==> src/rtl/normalized_to_byte.sv <==
// normalized_to_byte
//
// Re-quantizes an unsigned 2.16 fixed-point normalized value to an 8-bit
// intensity: out = clamp(round_half_up(x * 255 / 65536), 0, 255).
// This is the inverse of the byte-to-2.16 normalization LUT, so every
// {2'b00, b, b} maps back to b, and 0x10000 maps to 255.
//
// Two-stage pipeline with valid/ready on both sides:
//   stage 1 : p = x*255 (26 bits) + s1_valid
//   stage 2 : rounded/clamped byte, sat flag, out_valid (drive out_*)
//
// Ports
//   clk        rising-edge clock
//   rst_n      synchronous active-low reset
//   in_data    2.16 input sample        in_valid / in_ready  input handshake
//   out_data   quantized byte           out_sat   sample was clamped
//   out_valid / out_ready               output handshake
//   sat_clear  synchronous clear of sat_count (wins over an increment)
//   sat_count  clamped samples delivered, saturating at all-ones
module normalized_to_byte #(
    parameter int CNT_W = 16
) (
    input  logic             clk,
    input  logic             rst_n,
    input  logic [17:0]      in_data,
    input  logic             in_valid,
    output logic             in_ready,
    output logic [7:0]       out_data,
    output logic             out_sat,
    output logic             out_valid,
    input  logic             out_ready,
    input  logic             sat_clear,
    output logic [CNT_W-1:0] sat_count
);

    logic [25:0] s1_p;
    logic        s1_valid;

    logic        s1_adv;
    logic        s2_adv;
    logic        out_xfer;

    logic [25:0] p_next;
    logic [26:0] p_round;
    logic [10:0] r;
    logic        sat_next;
    logic [7:0]  byte_next;

    // A stage may load when it is empty or its content moves on this edge.
    assign s2_adv   = !out_valid || out_ready;
    assign s1_adv   = !s1_valid || s2_adv;
    assign in_ready = rst_n && s1_adv;
    assign out_xfer = out_valid && out_ready;

    // x*255 without a multiplier.
    assign p_next = {in_data, 8'd0} - {8'd0, in_data};

    // Round half-up, then anything above 255 (x >= 0x10081) clamps.
    assign p_round   = {1'b0, s1_p} + 27'h0008000;
    assign r         = p_round[26:16];
    assign sat_next  = |r[10:8];
    assign byte_next = sat_next ? 8'hFF : r[7:0];

    // Pure datapath register: no reset needed, qualified by the handshake.
    always_ff @(posedge clk) begin
        if (in_valid && in_ready) begin
            s1_p <= p_next;
        end
    end

    always_ff @(posedge clk) begin
        if (!rst_n) begin
            s1_valid <= 1'b0;
        end else if (s1_adv) begin
            s1_valid <= in_valid;
        end
    end

    always_ff @(posedge clk) begin
        if (!rst_n) begin
            out_valid <= 1'b0;
            out_data  <= 8'd0;
            out_sat   <= 1'b0;
        end else if (s2_adv) begin
            out_valid <= s1_valid;
            if (s1_valid) begin
                out_data <= byte_next;
                out_sat  <= sat_next;
            end
        end
    end

    always_ff @(posedge clk) begin
        if (!rst_n) begin
            sat_count <= '0;
        end else if (sat_clear) begin
            sat_count <= '0;
        end else if (out_xfer && out_sat && (sat_count != '1)) begin
            sat_count <= sat_count + {{(CNT_W-1){1'b0}}, 1'b1};
        end
    end

endmodule

==> config.mk <==
export PLATFORM = sky130hd
export DESIGN_NAME = normalized_to_byte
export DESIGN_NICKNAME = d
export VERILOG_FILES = /design/src/rtl/normalized_to_byte.sv
export SDC_FILE = /design/constraint.sdc
export NUM_CORES = 1
export LEC_CHECK = 0
export BUFFER_PORTS_ARGS = -buffer_cell sky130_fd_sc_hd__buf_4
export CAP_MARGIN = 30
export CORE_ASPECT_RATIO = 0.7
export CORE_MARGIN = 8
export CORE_UTILIZATION = 49
export DETAILED_ROUTE_END_ITERATION = 8
export PLACE_DENSITY = 0.78
export SYNTH_ARGS = -nofsm -noshare
export SYNTH_HDL_FRONTEND = slang
export SYNTH_SLANG_ARGS = --single-unit
==> constraint.sdc <==
create_clock -name clk -period 4.2 [get_ports clk]
set_input_delay 0.63 -clock clk [delete_from_list [all_inputs] [get_ports clk]]
set_output_delay 0.63 -clock clk [all_outputs]
set_load 0.02 [all_outputs]
==> flow_results.xml, run 1 <==
<?xml version="1.0" encoding="UTF-8"?>
<metrics>
  <group name="run_status">
    <metric name="run_status" unit="">finished, final reports clean</metric>
  </group>
  <group name="die">
    <metric name="rows" unit="">20</metric>
    <metric name="fp.dieArea" unit="µm²">6900</metric>
    <metric name="start_util" unit="%">50.6</metric>
    <metric name="ios" unit="">50</metric>
    <metric name="die_x" unit="µm">95.9</metric>
    <metric name="fp.dieH" unit="µm">72.0</metric>
    <metric name="core-area" unit="µm²">4330</metric>
  </group>
  <group name="route">
    <metric name="detailedRoute.firstPassIterationCount" unit="">4</metric>
    <metric name="drt-total-wl" unit="mm">4.79</metric>
    <metric name="vias_per_cell" unit="">5.33</metric>
    <metric name="drt.antenna.violating_nets" unit="">0</metric>
    <metric name="avgRoutedWirePerCell" unit="µm">14.2</metric>
    <metric name="vias" unit="">1802</metric>
    <metric name="drc" unit="">0</metric>
    <metric name="detail_route.iter0.violations" unit="">37</metric>
  </group>
  <group name="clock_network">
    <metric name="post_cts_hold_buffer_count" unit="">0</metric>
    <metric name="clock_sinks" unit="">38</metric>
    <metric name="clkSlewWorstSetupHoldPaths" unit="ps">70</metric>
    <metric name="post_cts_resized" unit="">0</metric>
    <metric name="cts_post_setup_buffers_inserted" unit="">0</metric>
    <metric name="cts-root-to-sink-buffers" unit="">2</metric>
    <metric name="tritoncts" unit="">built</metric>
    <metric name="clk_latency" unit="ps">290</metric>
    <metric name="cts.root.buffer_cell" unit="">sky130_fd_sc_hd__clkbuf_8</metric>
    <metric name="cts_buffers" unit="">5</metric>
    <metric name="htree_levels" unit="">2</metric>
  </group>
  <group name="setup_path">
    <metric name="worst_ep_required_time" unit="ps">4240</metric>
    <metric name="cp-start-kind" unit="">primary input</metric>
    <metric name="r2r_end" unit="">sat_count[8]</metric>
    <metric name="worst_r2r_startpoint" unit="">sat_count[0]</metric>
    <metric name="timing.setup.critical_path_class" unit="">in2reg</metric>
    <metric name="arrival" unit="ps">2370</metric>
    <metric name="critical_path.max_fanout" unit="">6</metric>
    <metric name="r2r_cells" unit="">7</metric>
    <metric name="reg2reg_setup_slack" unit="ps">2260</metric>
    <metric name="crit_start" unit="">in_data[8]</metric>
    <metric name="cp-endpoint" unit="">s1_p[22]</metric>
    <metric name="critPathCaptureType" unit="">register</metric>
  </group>
  <group name="place">
    <metric name="place.gp.congestion" unit="">0.873</metric>
    <metric name="hpwl_after_dpl" unit="mm">3.85</metric>
    <metric name="portBuffers" unit="">49</metric>
    <metric name="dp_cells" unit="">330</metric>
    <metric name="placed_area" unit="µm²">2610</metric>
  </group>
  <group name="job">
    <metric name="max-cap-violations" unit="">0</metric>
  </group>
  <group name="synth">
    <metric name="post_synth.cell_area_avg" unit="µm²">9.53</metric>
    <metric name="synth_top_area_share" unit="%">24.7</metric>
    <metric name="syn_nets" unit="">265</metric>
    <metric name="post_synth_instance_area" unit="µm²">2190</metric>
    <metric name="synth.lib_cells_used.distinct" unit="">40</metric>
    <metric name="synth_seq_cells" unit="">38</metric>
    <metric name="synth_ff_type" unit="">sky130_fd_sc_hd__dfxtp_1</metric>
    <metric name="netlist_top_cells_area" unit="">sky130_fd_sc_hd__dfxtp_1 (25%), sky130_fd_sc_hd__edfxtp_1 (15%), sky130_fd_sc_hd__ha_1 (6.8%), sky130_fd_sc_hd__xnor2_1 (6.0%), sky130_fd_sc_hd__xor2_1 (5.2%)</metric>
    <metric name="share_of_synthesized_flip_flops_with_an_asynchronous_set_or_reset" unit="%">0</metric>
    <metric name="netlist_instances" unit="">230</metric>
    <metric name="synth_sequential_area_ratio" unit="%">39.7</metric>
    <metric name="ys.warnings.count" unit="">0</metric>
    <metric name="yosysTopAreaCell" unit="">sky130_fd_sc_hd__dfxtp_1</metric>
    <metric name="synth_edf_count" unit="">11</metric>
  </group>
  <group name="timing">
    <metric name="skew" unit="ps">5.72</metric>
    <metric name="worst_margin_pin_slew" unit="ps">698</metric>
    <metric name="worst_slew_margin_rel" unit="%">53.4</metric>
    <metric name="hold_ws" unit="ps">519</metric>
    <metric name="period_share" unit="%">55.4</metric>
    <metric name="rsz_0062_raised_after_global_routing" unit="">no</metric>
    <metric name="post_layout_minimum_cycle_time" unit="ps">2330</metric>
    <metric name="final_hold_violation_count" unit="">0</metric>
    <metric name="final-max-slew-violation-count" unit="">0</metric>
    <metric name="achievable-frequency" unit="GHz">0.430</metric>
    <metric name="fin_tns_setup" unit="ps">0</metric>
    <metric name="report.final.setup_viol" unit="">0</metric>
  </group>
  <group name="power">
    <metric name="cellLeakagePower" unit="nW">1.14</metric>
    <metric name="power.density_cell_area" unit="nW/µm²">309</metric>
    <metric name="irDropWorstVdd" unit="V">0.000182</metric>
  </group>
  <group name="min_path">
    <metric name="min_path_type" unit="">reg2reg</metric>
  </group>
  <group name="finish">
    <metric name="multi_input_comb_area" unit="µm²">1260</metric>
    <metric name="sequential_cell_area" unit="µm²">871</metric>
    <metric name="instances_no_fill" unit="">338</metric>
    <metric name="layout_common_cells" unit="">sky130_fd_sc_hd__buf_4 (49), sky130_fd_sc_hd__dfxtp_1 (27), sky130_fd_sc_hd__nor2_1 (22)</metric>
    <metric name="n_antenna_cell" unit="">0</metric>
    <metric name="finalNetCount" unit="">317</metric>
    <metric name="layout.filler_cells" unit="">380</metric>
    <metric name="syn_to_final_growth" unit="%">24.3</metric>
    <metric name="final_design_area_no_fill" unit="µm²">2730</metric>
    <metric name="most_common_cell_after_layout_fill_and_taps_aside" unit="">sky130_fd_sc_hd__buf_4</metric>
    <metric name="post_route_cells_drive_above_1_share" unit="%">25.4</metric>
  </group>
  <group name="global_route">
    <metric name="gr-max-usage-layer" unit="">met2</metric>
    <metric name="number_of_global_route_vias_before_repair" unit="">1653</metric>
    <metric name="grt_start_max_net_pins" unit="">17</metric>
    <metric name="groute.layer.met2.usage" unit="%">20.2</metric>
    <metric name="first_pass_grt_wire_length" unit="mm">7.60</metric>
    <metric name="antenna_found_initial" unit="">0</metric>
    <metric name="met3_usage" unit="%">3.51</metric>
    <metric name="use_met1" unit="%">19.0</metric>
    <metric name="grtUsageTotal" unit="%">13.9</metric>
    <metric name="globalRoute.totalOverflow" unit="">0</metric>
  </group>
</metrics>
[logic make-up (layout without fill, tap and decap cells)]
family                   Yosys count  in the layout  share of synthesized area [%]
buffers and inverters             16             69                           2.74
flip-flops                        38             38                           39.7
AND/OR/NAND/NOR                   92             92                           22.4
multiplexers                       3              3                           1.37
AO/OA/AOI/OAI                     41             41                           15.7
XOR/XNOR                          28             28                           11.2
adder cells (fa/ha/maj)           12             12                           6.85
[state kept, by name, indices dropped and copies added (netlist names)]
signal and flops:
out_data 8, out_sat 1, out_valid 1, s1_p 11, s1_valid 1, sat_count 16
[stage by stage]
stage	power, mW	setup WS (ps)	util, %
after floorplan	0.503	1930	-
after global placement	0.553	1700	60.4
after detailed placement	0.555	1620	60.4
after CTS	0.851	1930	62.9
after global routing	0.878	1810	62.9
final	0.841	1870	62.9
[layout make-up]
type,count,share of cell area [%]
flip-flops and latches,38,32.0
inverters,12,1.65
well taps,55,2.53
repair buffers,49,13.5
multi-input cells,176,46.3
clock buffers,8,4.09
[synth_stat cells (3+ instances only)]
cell and instances:
sky130_fd_sc_hd__dfxtp_1 27, sky130_fd_sc_hd__xnor2_1 15, sky130_fd_sc_hd__nor2_1 22, sky130_fd_sc_hd__nor2b_1 7, sky130_fd_sc_hd__mux2i_1 3, sky130_fd_sc_hd__nand2b_1 3
sky130_fd_sc_hd__ha_1 12, sky130_fd_sc_hd__o221a_2 8, sky130_fd_sc_hd__nand4_1 6, sky130_fd_sc_hd__edfxtp_1 11, sky130_fd_sc_hd__o21ai_0 6, sky130_fd_sc_hd__a21oi_1 7
sky130_fd_sc_hd__and3_1 5, sky130_fd_sc_hd__xor2_1 13, sky130_fd_sc_hd__a21o_1 3, sky130_fd_sc_hd__nand3_1 19, sky130_fd_sc_hd__nand2_1 14, sky130_fd_sc_hd__nor3_1 7
sky130_fd_sc_hd__nor3b_1 3, sky130_fd_sc_hd__inv_1 12
[critical path, cell delays in order]
cell and delay (ps):
sky130_fd_sc_hd__buf_4 90, sky130_fd_sc_hd__inv_1 50, sky130_fd_sc_hd__ha_1 270, sky130_fd_sc_hd__nor3b_1 290, sky130_fd_sc_hd__a41oi_2 210, sky130_fd_sc_hd__a221oi_2 330, sky130_fd_sc_hd__o2111ai_2 230, sky130_fd_sc_hd__nand4_1 180
sky130_fd_sc_hd__xnor2_1 80
[per-layer routing]
| metal | wire (µm) | vias up |
|---|---|---|
| met5 | 0 | - |
| met4 | 39 | 0 |
| met3 | 354 | 3 |
| met2 | 2030 | 44 |
| met1 | 2370 | 811 |
| li1 | - | 944 |
[power breakdown]
| group | switching (mW) | internal, mW | total [mW] | leakage [nW] |
|---|---|---|---|---|
| combinational | 0.0756 | 0.0677 | 0.143 | 0.765 |
| clock | 0.124 | 0.170 | 0.294 | 0.0566 |
| sequential | 0.00945 | 0.395 | 0.404 | 0.323 |
| total | 0.209 | 0.632 | 0.841 | 1.14 |
[how the worst min path moves through the flow]
| stage | from | depth (start not counted) | endpoint |
|---|---|---|---|
| floorplan | s1_valid | 1 | out_valid |
| global placement | s1_valid | 1 | out_valid |
| detailed placement | s1_valid | 1 | out_valid |
| CTS | s1_valid | 1 | out_valid |
| global route | s1_valid | 1 | out_valid |
| finish | s1_valid | 1 | out_valid |
No activity file was read; power rests on OpenSTA's default activity.
==> run 2: changes to the inputs <==
==> constraint.sdc (replaced) <==
create_clock -name clk -period 2.3 [get_ports clk]
set_input_delay 0.345 -clock clk [delete_from_list [all_inputs] [get_ports clk]]
set_output_delay 0.345 -clock clk [all_outputs]
set_load 0.02 [all_outputs]
==> run 2 against run 1 <==
Against the previous run:
- first-iteration DRC count up 140%
- utilization shrank 0.26 points
- routed wire length decreased by 2.8%
- via count rose by 0.61%
- largest cell class unchanged
- non-clock buffer count increased by 2
- final cell count is 0.59% higher
- combinational power up 83%
==> flow_results.xml, run 2 (synthesis gave the netlist of run 1 again) <==
<?xml version="1.0" encoding="UTF-8"?>
<metrics>
  <group name="run_status">
    <metric name="run_status" unit="">finished, final reports clean</metric>
  </group>
  <group name="route">
    <metric name="drc" unit="">0</metric>
    <metric name="detailedRoute.firstPassIterationCount" unit="">5</metric>
    <metric name="drt.antenna.violating_nets" unit="">0</metric>
    <metric name="avgRoutedWirePerCell" unit="µm">13.7</metric>
    <metric name="drt-total-wl" unit="mm">4.66</metric>
    <metric name="vias" unit="">1813</metric>
    <metric name="detail_route.iter0.violations" unit="">89</metric>
    <metric name="vias_per_cell" unit="">5.33</metric>
  </group>
  <group name="finish">
    <metric name="largest_register" unit="">sat_count</metric>
    <metric name="post_route_cells_drive_above_1_share" unit="%">26.0</metric>
    <metric name="finalNetCount" unit="">319</metric>
    <metric name="layout_common_cells" unit="">sky130_fd_sc_hd__buf_4 (51), sky130_fd_sc_hd__dfxtp_1 (27), sky130_fd_sc_hd__nor2_1 (22)</metric>
    <metric name="syn_to_final_growth" unit="%">23.8</metric>
    <metric name="n_antenna_cell" unit="">0</metric>
    <metric name="most_common_cell_after_layout_fill_and_taps_aside" unit="">sky130_fd_sc_hd__buf_4</metric>
    <metric name="largest_register_ffs" unit="">16</metric>
    <metric name="final_design_area_no_fill" unit="µm²">2710</metric>
    <metric name="layout_top_registers" unit="">sat_count: 16 flops, s1_p: 11 flops, out_data: 8 flops</metric>
  </group>
  <group name="setup_path">
    <metric name="cp_slowest_stage_delay" unit="ps">330</metric>
    <metric name="critPathBufInv" unit="">2</metric>
    <metric name="worst_ep_required_time" unit="ps">2330</metric>
    <metric name="timing.setup.critical_path_class" unit="">in2reg</metric>
    <metric name="crit_start" unit="">in_data[8]</metric>
    <metric name="critPathCaptureType" unit="">register</metric>
    <metric name="critical_path.max_fanout" unit="">6</metric>
    <metric name="arrival" unit="ps">2050</metric>
    <metric name="worst_r2r_startpoint" unit="">sat_count[0]</metric>
    <metric name="cp-start-kind" unit="">primary input</metric>
    <metric name="timing.critical_path.cells" unit="">buf_4 &gt; inv_1 &gt; ha_1 &gt; nor3b_1 &gt; a41oi_2 &gt; a221oi_2 &gt; o2111ai_2 &gt; nand3_1 &gt; xnor2_1</metric>
    <metric name="critical_path.top_delay_family" unit="">compound AO/OA/AOI/OAI gates</metric>
    <metric name="timing.critical_path.slowest_stage_cell" unit="">sky130_fd_sc_hd__a221oi_2</metric>
  </group>
  <group name="place">
    <metric name="hpwl_after_dpl" unit="mm">3.83</metric>
    <metric name="portBuffers" unit="">49</metric>
    <metric name="place.gp.congestion" unit="">0.877</metric>
    <metric name="placed_area" unit="µm²">2630</metric>
  </group>
  <group name="min_path">
    <metric name="hold_path_startpoint" unit="">in_valid</metric>
    <metric name="min_path_type" unit="">in2reg</metric>
  </group>
  <group name="die">
    <metric name="rows" unit="">20</metric>
    <metric name="ios" unit="">50</metric>
    <metric name="fp.dieH" unit="µm">72.0</metric>
    <metric name="die_x" unit="µm">95.9</metric>
    <metric name="core-area" unit="µm²">4330</metric>
    <metric name="fp.dieArea" unit="µm²">6900</metric>
    <metric name="start_util" unit="%">50.6</metric>
  </group>
  <group name="timing">
    <metric name="final-max-slew-violation-count" unit="">0</metric>
    <metric name="achievable-frequency" unit="GHz">0.496</metric>
    <metric name="skew" unit="ps">6.44</metric>
    <metric name="worst_slew_margin_rel" unit="%">52.9</metric>
    <metric name="worst_margin_pin_slew" unit="ps">705</metric>
    <metric name="period_share" unit="%">87.6</metric>
    <metric name="post_layout_minimum_cycle_time" unit="ps">2010</metric>
    <metric name="report.final.setup_viol" unit="">0</metric>
    <metric name="final_hold_violation_count" unit="">0</metric>
    <metric name="rsz_0062_raised_after_global_routing" unit="">no</metric>
    <metric name="fin_tns_setup" unit="ps">0</metric>
  </group>
  <group name="global_route">
    <metric name="number_of_global_route_vias_before_repair" unit="">1602</metric>
    <metric name="antenna_found_initial" unit="">0</metric>
    <metric name="first_pass_grt_wire_length" unit="mm">7.27</metric>
    <metric name="grt_start_max_net_pins" unit="">17</metric>
    <metric name="globalRoute.totalOverflow" unit="">0</metric>
    <metric name="grtUsageTotal" unit="%">13.1</metric>
  </group>
  <group name="clock_network">
    <metric name="clkSlewWorstSetupHoldPaths" unit="ps">70</metric>
    <metric name="clk_latency" unit="ps">280</metric>
    <metric name="cts-root-to-sink-buffers" unit="">2</metric>
    <metric name="tritoncts" unit="">built</metric>
    <metric name="clock_sinks" unit="">38</metric>
    <metric name="cts.root.buffer_cell" unit="">sky130_fd_sc_hd__clkbuf_8</metric>
    <metric name="post_cts_resized" unit="">0</metric>
    <metric name="htree_levels" unit="">2</metric>
    <metric name="cts_post_setup_buffers_inserted" unit="">0</metric>
    <metric name="cts_buffers" unit="">5</metric>
    <metric name="post_cts_hold_buffer_count" unit="">0</metric>
  </group>
  <group name="power">
    <metric name="power" unit="mW">1.43</metric>
    <metric name="irDropWorstVdd" unit="V">0.000366</metric>
    <metric name="power.density_cell_area" unit="nW/µm²">528</metric>
    <metric name="cellLeakagePower" unit="nW">1.14</metric>
  </group>
  <group name="job">
    <metric name="max-cap-violations" unit="">0</metric>
  </group>
</metrics>
run 2: cell count changes in the layout (fill, tap and decap cells not counted):
| cell | delta |
|---|---|
| sky130_fd_sc_hd__clkinv_1 | +1 |
| sky130_fd_sc_hd__clkinv_2 | +1 |
| sky130_fd_sc_hd__clkinvlp_4 | +1 |
| sky130_fd_sc_hd__clkbuf_8 | -1 |
| sky130_fd_sc_hd__clkbuf_16 | -1 |
| sky130_fd_sc_hd__clkbuf_1 | -1 |
| sky130_fd_sc_hd__buf_4 | +2 |
run 2: through the flow:
stage	worst slack, ps	cells	hold slack [ps]	utilization [%]
after floorplan	310	230	472	-
after global placement	87.0	332	489	60.7
after detailed placement	21.5	332	504	60.7
after CTS	313	340	304	62.7
after global routing	214	340	319	62.7
final	285	340	310	62.7
run 2: final cells by class:
class	instances	area [µm²]
fill	380	1620
sequential	38	871
tap	55	68.8
inverter	12	45.0
timing repair buffer	51	383
multi-input combinational	176	1260
clock inverter	3	16.3
clock buffer	5	68.8
run 2: worst paths after layout:
check | to | slack, ps | depth (start not counted)
worst max-delay path | s1_p[24] | 290 | 9
worst min register to register | out_valid | 520 | 1
worst max register to register | sat_count[4] | 420 | 7
worst min-delay path | s1_valid | 310 | 3
run 2: worst register-to-register path, stage by stage, from the launching register on:
cell and delay [ps]:
sky130_fd_sc_hd__dfxtp_1 400, sky130_fd_sc_hd__ha_1 210, sky130_fd_sc_hd__nand2_1 100, sky130_fd_sc_hd__nor4_2 400
sky130_fd_sc_hd__a41oi_2 260, sky130_fd_sc_hd__nand4_1 170, sky130_fd_sc_hd__xor2_1 160, sky130_fd_sc_hd__nor2_1 50
run 2: report_power, final:
group          internal (mW)  switching [mW]
clock network          0.207           0.226
registers              0.720          0.0175
logic                  0.125           0.136
total                   1.05           0.380
run 2: metal layers:
metal | routed length (µm) | up-vias | track usage [%]
met1 | 2370 | 805 | 18.4
li1 | - | 950 | -
met5 | 0 | - | 0
met3 | 333 | 2 | 4.12
met4 | 23 | 0 | 3.06
met2 | 1930 | 56 | 19.0
==> run 3: changes to the inputs <==
--- a/config.mk
+++ b/config.mk
@@ -9,9 +9,10 @@
 export CAP_MARGIN = 30
 export CORE_ASPECT_RATIO = 0.7
 export CORE_MARGIN = 8
-export CORE_UTILIZATION = 49
+export CORE_UTILIZATION = 54
 export DETAILED_ROUTE_END_ITERATION = 8
-export PLACE_DENSITY = 0.78
+export PLACE_DENSITY = 0.85
+export RECOVER_POWER = 100
 export SYNTH_ARGS = -nofsm -noshare
 export SYNTH_HDL_FRONTEND = slang
 export SYNTH_SLANG_ARGS = --single-unit
==> run 3 against run 2 <==
Against the previous run:
- clock power grew 24%
- hold slack gained 5.4 ps
- utilization grew 4.3 points
- maximum frequency shrank 3.5%
- clock-buffer cell count grew 3
- critical endpoint is now sat_count[4]
- via count grew 2.9%
- largest power group unchanged
- power grew 6.4%
==> flow_results.xml, run 3 (synthesis gave the netlist of run 1 again) <==
<?xml version="1.0" encoding="UTF-8"?>
<metrics>
  <group name="clock_network">
    <metric name="cts-root-to-sink-buffers" unit="">2</metric>
    <metric name="cts_post_setup_buffers_inserted" unit="">0</metric>
    <metric name="clock_sinks" unit="">38</metric>
    <metric name="tritoncts" unit="">built</metric>
    <metric name="cts_buffers" unit="">5</metric>
    <metric name="post_cts_hold_buffer_count" unit="">0</metric>
    <metric name="htree_levels" unit="">2</metric>
    <metric name="clk_latency" unit="ps">290</metric>
    <metric name="post_cts_resized" unit="">0</metric>
    <metric name="cts.root.buffer_cell" unit="">sky130_fd_sc_hd__clkbuf_8</metric>
    <metric name="clkSlewWorstSetupHoldPaths" unit="ps">70</metric>
  </group>
  <group name="global_route">
    <metric name="globalRoute.totalOverflow" unit="">0</metric>
    <metric name="gr-max-usage-layer" unit="">met2</metric>
    <metric name="use_met1" unit="%">19.5</metric>
    <metric name="groute.layer.met2.usage" unit="%">25.2</metric>
    <metric name="met3_usage" unit="%">4.97</metric>
    <metric name="number_of_global_route_vias_before_repair" unit="">1791</metric>
    <metric name="antenna_found_initial" unit="">0</metric>
    <metric name="grtUsageTotal" unit="%">16.0</metric>
    <metric name="first_pass_grt_wire_length" unit="mm">8.41</metric>
    <metric name="grt_start_max_net_pins" unit="">17</metric>
  </group>
  <group name="route">
    <metric name="avgRoutedWirePerCell" unit="µm">14.9</metric>
    <metric name="drt.antenna.violating_nets" unit="">0</metric>
    <metric name="vias_per_cell" unit="">5.52</metric>
    <metric name="detailedRoute.firstPassIterationCount" unit="">4</metric>
    <metric name="detail_route.iter0.violations" unit="">98</metric>
    <metric name="drc" unit="">0</metric>
    <metric name="drt-total-wl" unit="mm">5.05</metric>
    <metric name="vias" unit="">1865</metric>
  </group>
  <group name="setup_path">
    <metric name="worst_r2r_startpoint" unit="">sat_count[0]</metric>
    <metric name="crit_start" unit="">sat_count[0]</metric>
    <metric name="worst_ep_required_time" unit="ps">2450</metric>
    <metric name="r2r_end" unit="">sat_count[4]</metric>
    <metric name="timing.setup.critical_path_class" unit="">reg2reg</metric>
    <metric name="timing.critical_path.slowest_stage_cell" unit="">sky130_fd_sc_hd__nor4_2</metric>
    <metric name="reg2reg_setup_slack" unit="ps">210</metric>
    <metric name="arrival" unit="ps">2240</metric>
    <metric name="cp-endpoint" unit="">sat_count[4]</metric>
    <metric name="cp-start-kind" unit="">register</metric>
    <metric name="cp_slowest_stage_delay" unit="ps">430</metric>
    <metric name="r2r_cells" unit="">7</metric>
    <metric name="timing.critical_path.cells" unit="">ha_1 &gt; nand2_1 &gt; nor4_2 &gt; a41oi_1 &gt; nand4_1 &gt; xor2_1 &gt; nor2_1</metric>
    <metric name="critical_path.max_fanout" unit="">5</metric>
    <metric name="critPathCaptureType" unit="">register</metric>
  </group>
  <group name="timing">
    <metric name="worst_slew_margin_rel" unit="%">54.5</metric>
    <metric name="rsz_0062_raised_after_global_routing" unit="">no</metric>
    <metric name="final-max-slew-violation-count" unit="">0</metric>
    <metric name="post_layout_minimum_cycle_time" unit="ps">2090</metric>
    <metric name="skew" unit="ps">7.74</metric>
    <metric name="period_share" unit="%">90.7</metric>
    <metric name="worst_margin_pin_slew" unit="ps">682</metric>
    <metric name="report.final.setup_viol" unit="">0</metric>
    <metric name="post-route-worst-setup-slack" unit="ps">213</metric>
    <metric name="fin_tns_setup" unit="ps">0</metric>
    <metric name="final_hold_violation_count" unit="">0</metric>
    <metric name="achievable-frequency" unit="GHz">0.479</metric>
  </group>
  <group name="place">
    <metric name="dp_cells" unit="">330</metric>
    <metric name="place.gp.congestion" unit="">0.958</metric>
    <metric name="portBuffers" unit="">49</metric>
    <metric name="post-place-ws" unit="ps">-4.09</metric>
    <metric name="hpwl_after_dpl" unit="mm">4.07</metric>
  </group>
  <group name="finish">
    <metric name="largest_register" unit="">sat_count</metric>
    <metric name="layout_common_cells" unit="">sky130_fd_sc_hd__clkbuf_1 (31), sky130_fd_sc_hd__dfxtp_1 (27), sky130_fd_sc_hd__nor2_1 (22), sky130_fd_sc_hd__buf_4 (22), sky130_fd_sc_hd__nand3_1 (19)</metric>
    <metric name="n_antenna_cell" unit="">0</metric>
    <metric name="instances_no_fill" unit="">338</metric>
    <metric name="finalNetCount" unit="">320</metric>
    <metric name="most_common_cell_after_layout_fill_and_taps_aside" unit="">sky130_fd_sc_hd__clkbuf_1</metric>
    <metric name="layout.filler_cells" unit="">342</metric>
    <metric name="syn_to_final_growth" unit="%">19.1</metric>
    <metric name="largest_register_ffs" unit="">16</metric>
    <metric name="post_route_cells_drive_above_1_share" unit="%">14.7</metric>
    <metric name="layout_top_registers" unit="">sat_count: 16 flops, s1_p: 11 flops, out_data: 8 flops</metric>
  </group>
  <group name="die">
    <metric name="ios" unit="">50</metric>
    <metric name="fp.dieH" unit="µm">69.3</metric>
    <metric name="die_x" unit="µm">92.2</metric>
    <metric name="rows" unit="">19</metric>
    <metric name="core-area" unit="µm²">3900</metric>
    <metric name="start_util" unit="%">56.2</metric>
    <metric name="fp.dieArea" unit="µm²">6390</metric>
  </group>
  <group name="run_status">
    <metric name="run_status" unit="">finished, final reports clean</metric>
  </group>
  <group name="power">
    <metric name="irDropWorstVdd" unit="V">0.000301</metric>
    <metric name="cellLeakagePower" unit="nW">1.03</metric>
    <metric name="power" unit="mW">1.53</metric>
    <metric name="power.density_cell_area" unit="nW/µm²">584</metric>
  </group>
  <group name="min_path">
    <metric name="min_path_type" unit="">in2reg</metric>
  </group>
  <group name="job">
    <metric name="max-cap-violations" unit="">0</metric>
  </group>
</metrics>
## run 3: cell count changes in the layout (fill, tap and decap cells not counted), sizes merged
| cell | previous run | this run |
|---|---|---|
| clkinvlp | 1 | 0 |
| clkinv | 2 | 0 |
| clkbuf | 5 | 38 |
| buf | 51 | 22 |
## run 3: how the worst min path moves through the flow
stage / start / to / cells after the start
floorplan: s1_valid / out_valid / 1
global placement: s1_valid / out_valid / 1
detailed placement: s1_valid / out_valid / 1
CTS: in_valid / s1_valid / 3
global route: in_valid / s1_valid / 3
finish: in_valid / s1_valid / 3
## run 3: metrics by stage
stage	utilization, %	area (µm²)	hold slack [ps]
2_1_floorplan	-	2190	472
3_3_place_gp	67.5	2630	490
3_5_place_dp	67.5	2630	495
4_1_cts	70.4	2740	316
5_1_grt	66.9	2610	326
6_report	66.9	2610	315
## run 3: metal layers
layer	share of wire [%]	routed length (µm)
met1	48	2420
met2	45	2280
met3	5.4	275
met4	1.6	80
met5	0	0
## run 3: area by class of cell
type                            instances  area (µm²)  area share, %
Sequential cell                        38         871           33.4
Timing Repair Buffer                   52         278           10.6
Clock buffer                            8         111           4.27
Inverter                               12        45.0           1.73
Tap cell                               52        65.1           2.49
Multi-Input combinational cell        176        1240           47.5
## run 3: where the power goes
| part | switching (mW) | total, mW | internal, mW | leakage [nW] |
|---|---|---|---|---|
| Sequential | 0.0180 | 0.739 | 0.721 | 0.323 |
| Combinational | 0.138 | 0.250 | 0.113 | 0.654 |
| Clock | 0.226 | 0.536 | 0.310 | 0.0566 |
## run 3: critical path, delay by kind of cell (launching register included)
family | cells | cell delay (ps)
AO/OA/AOI/OAI | 1 | 330
XOR/XNOR | 1 | 160
adder cells (fa/ha/maj) | 1 | 230
flip-flops | 1 | 410
AND/OR/NAND/NOR | 4 | 810
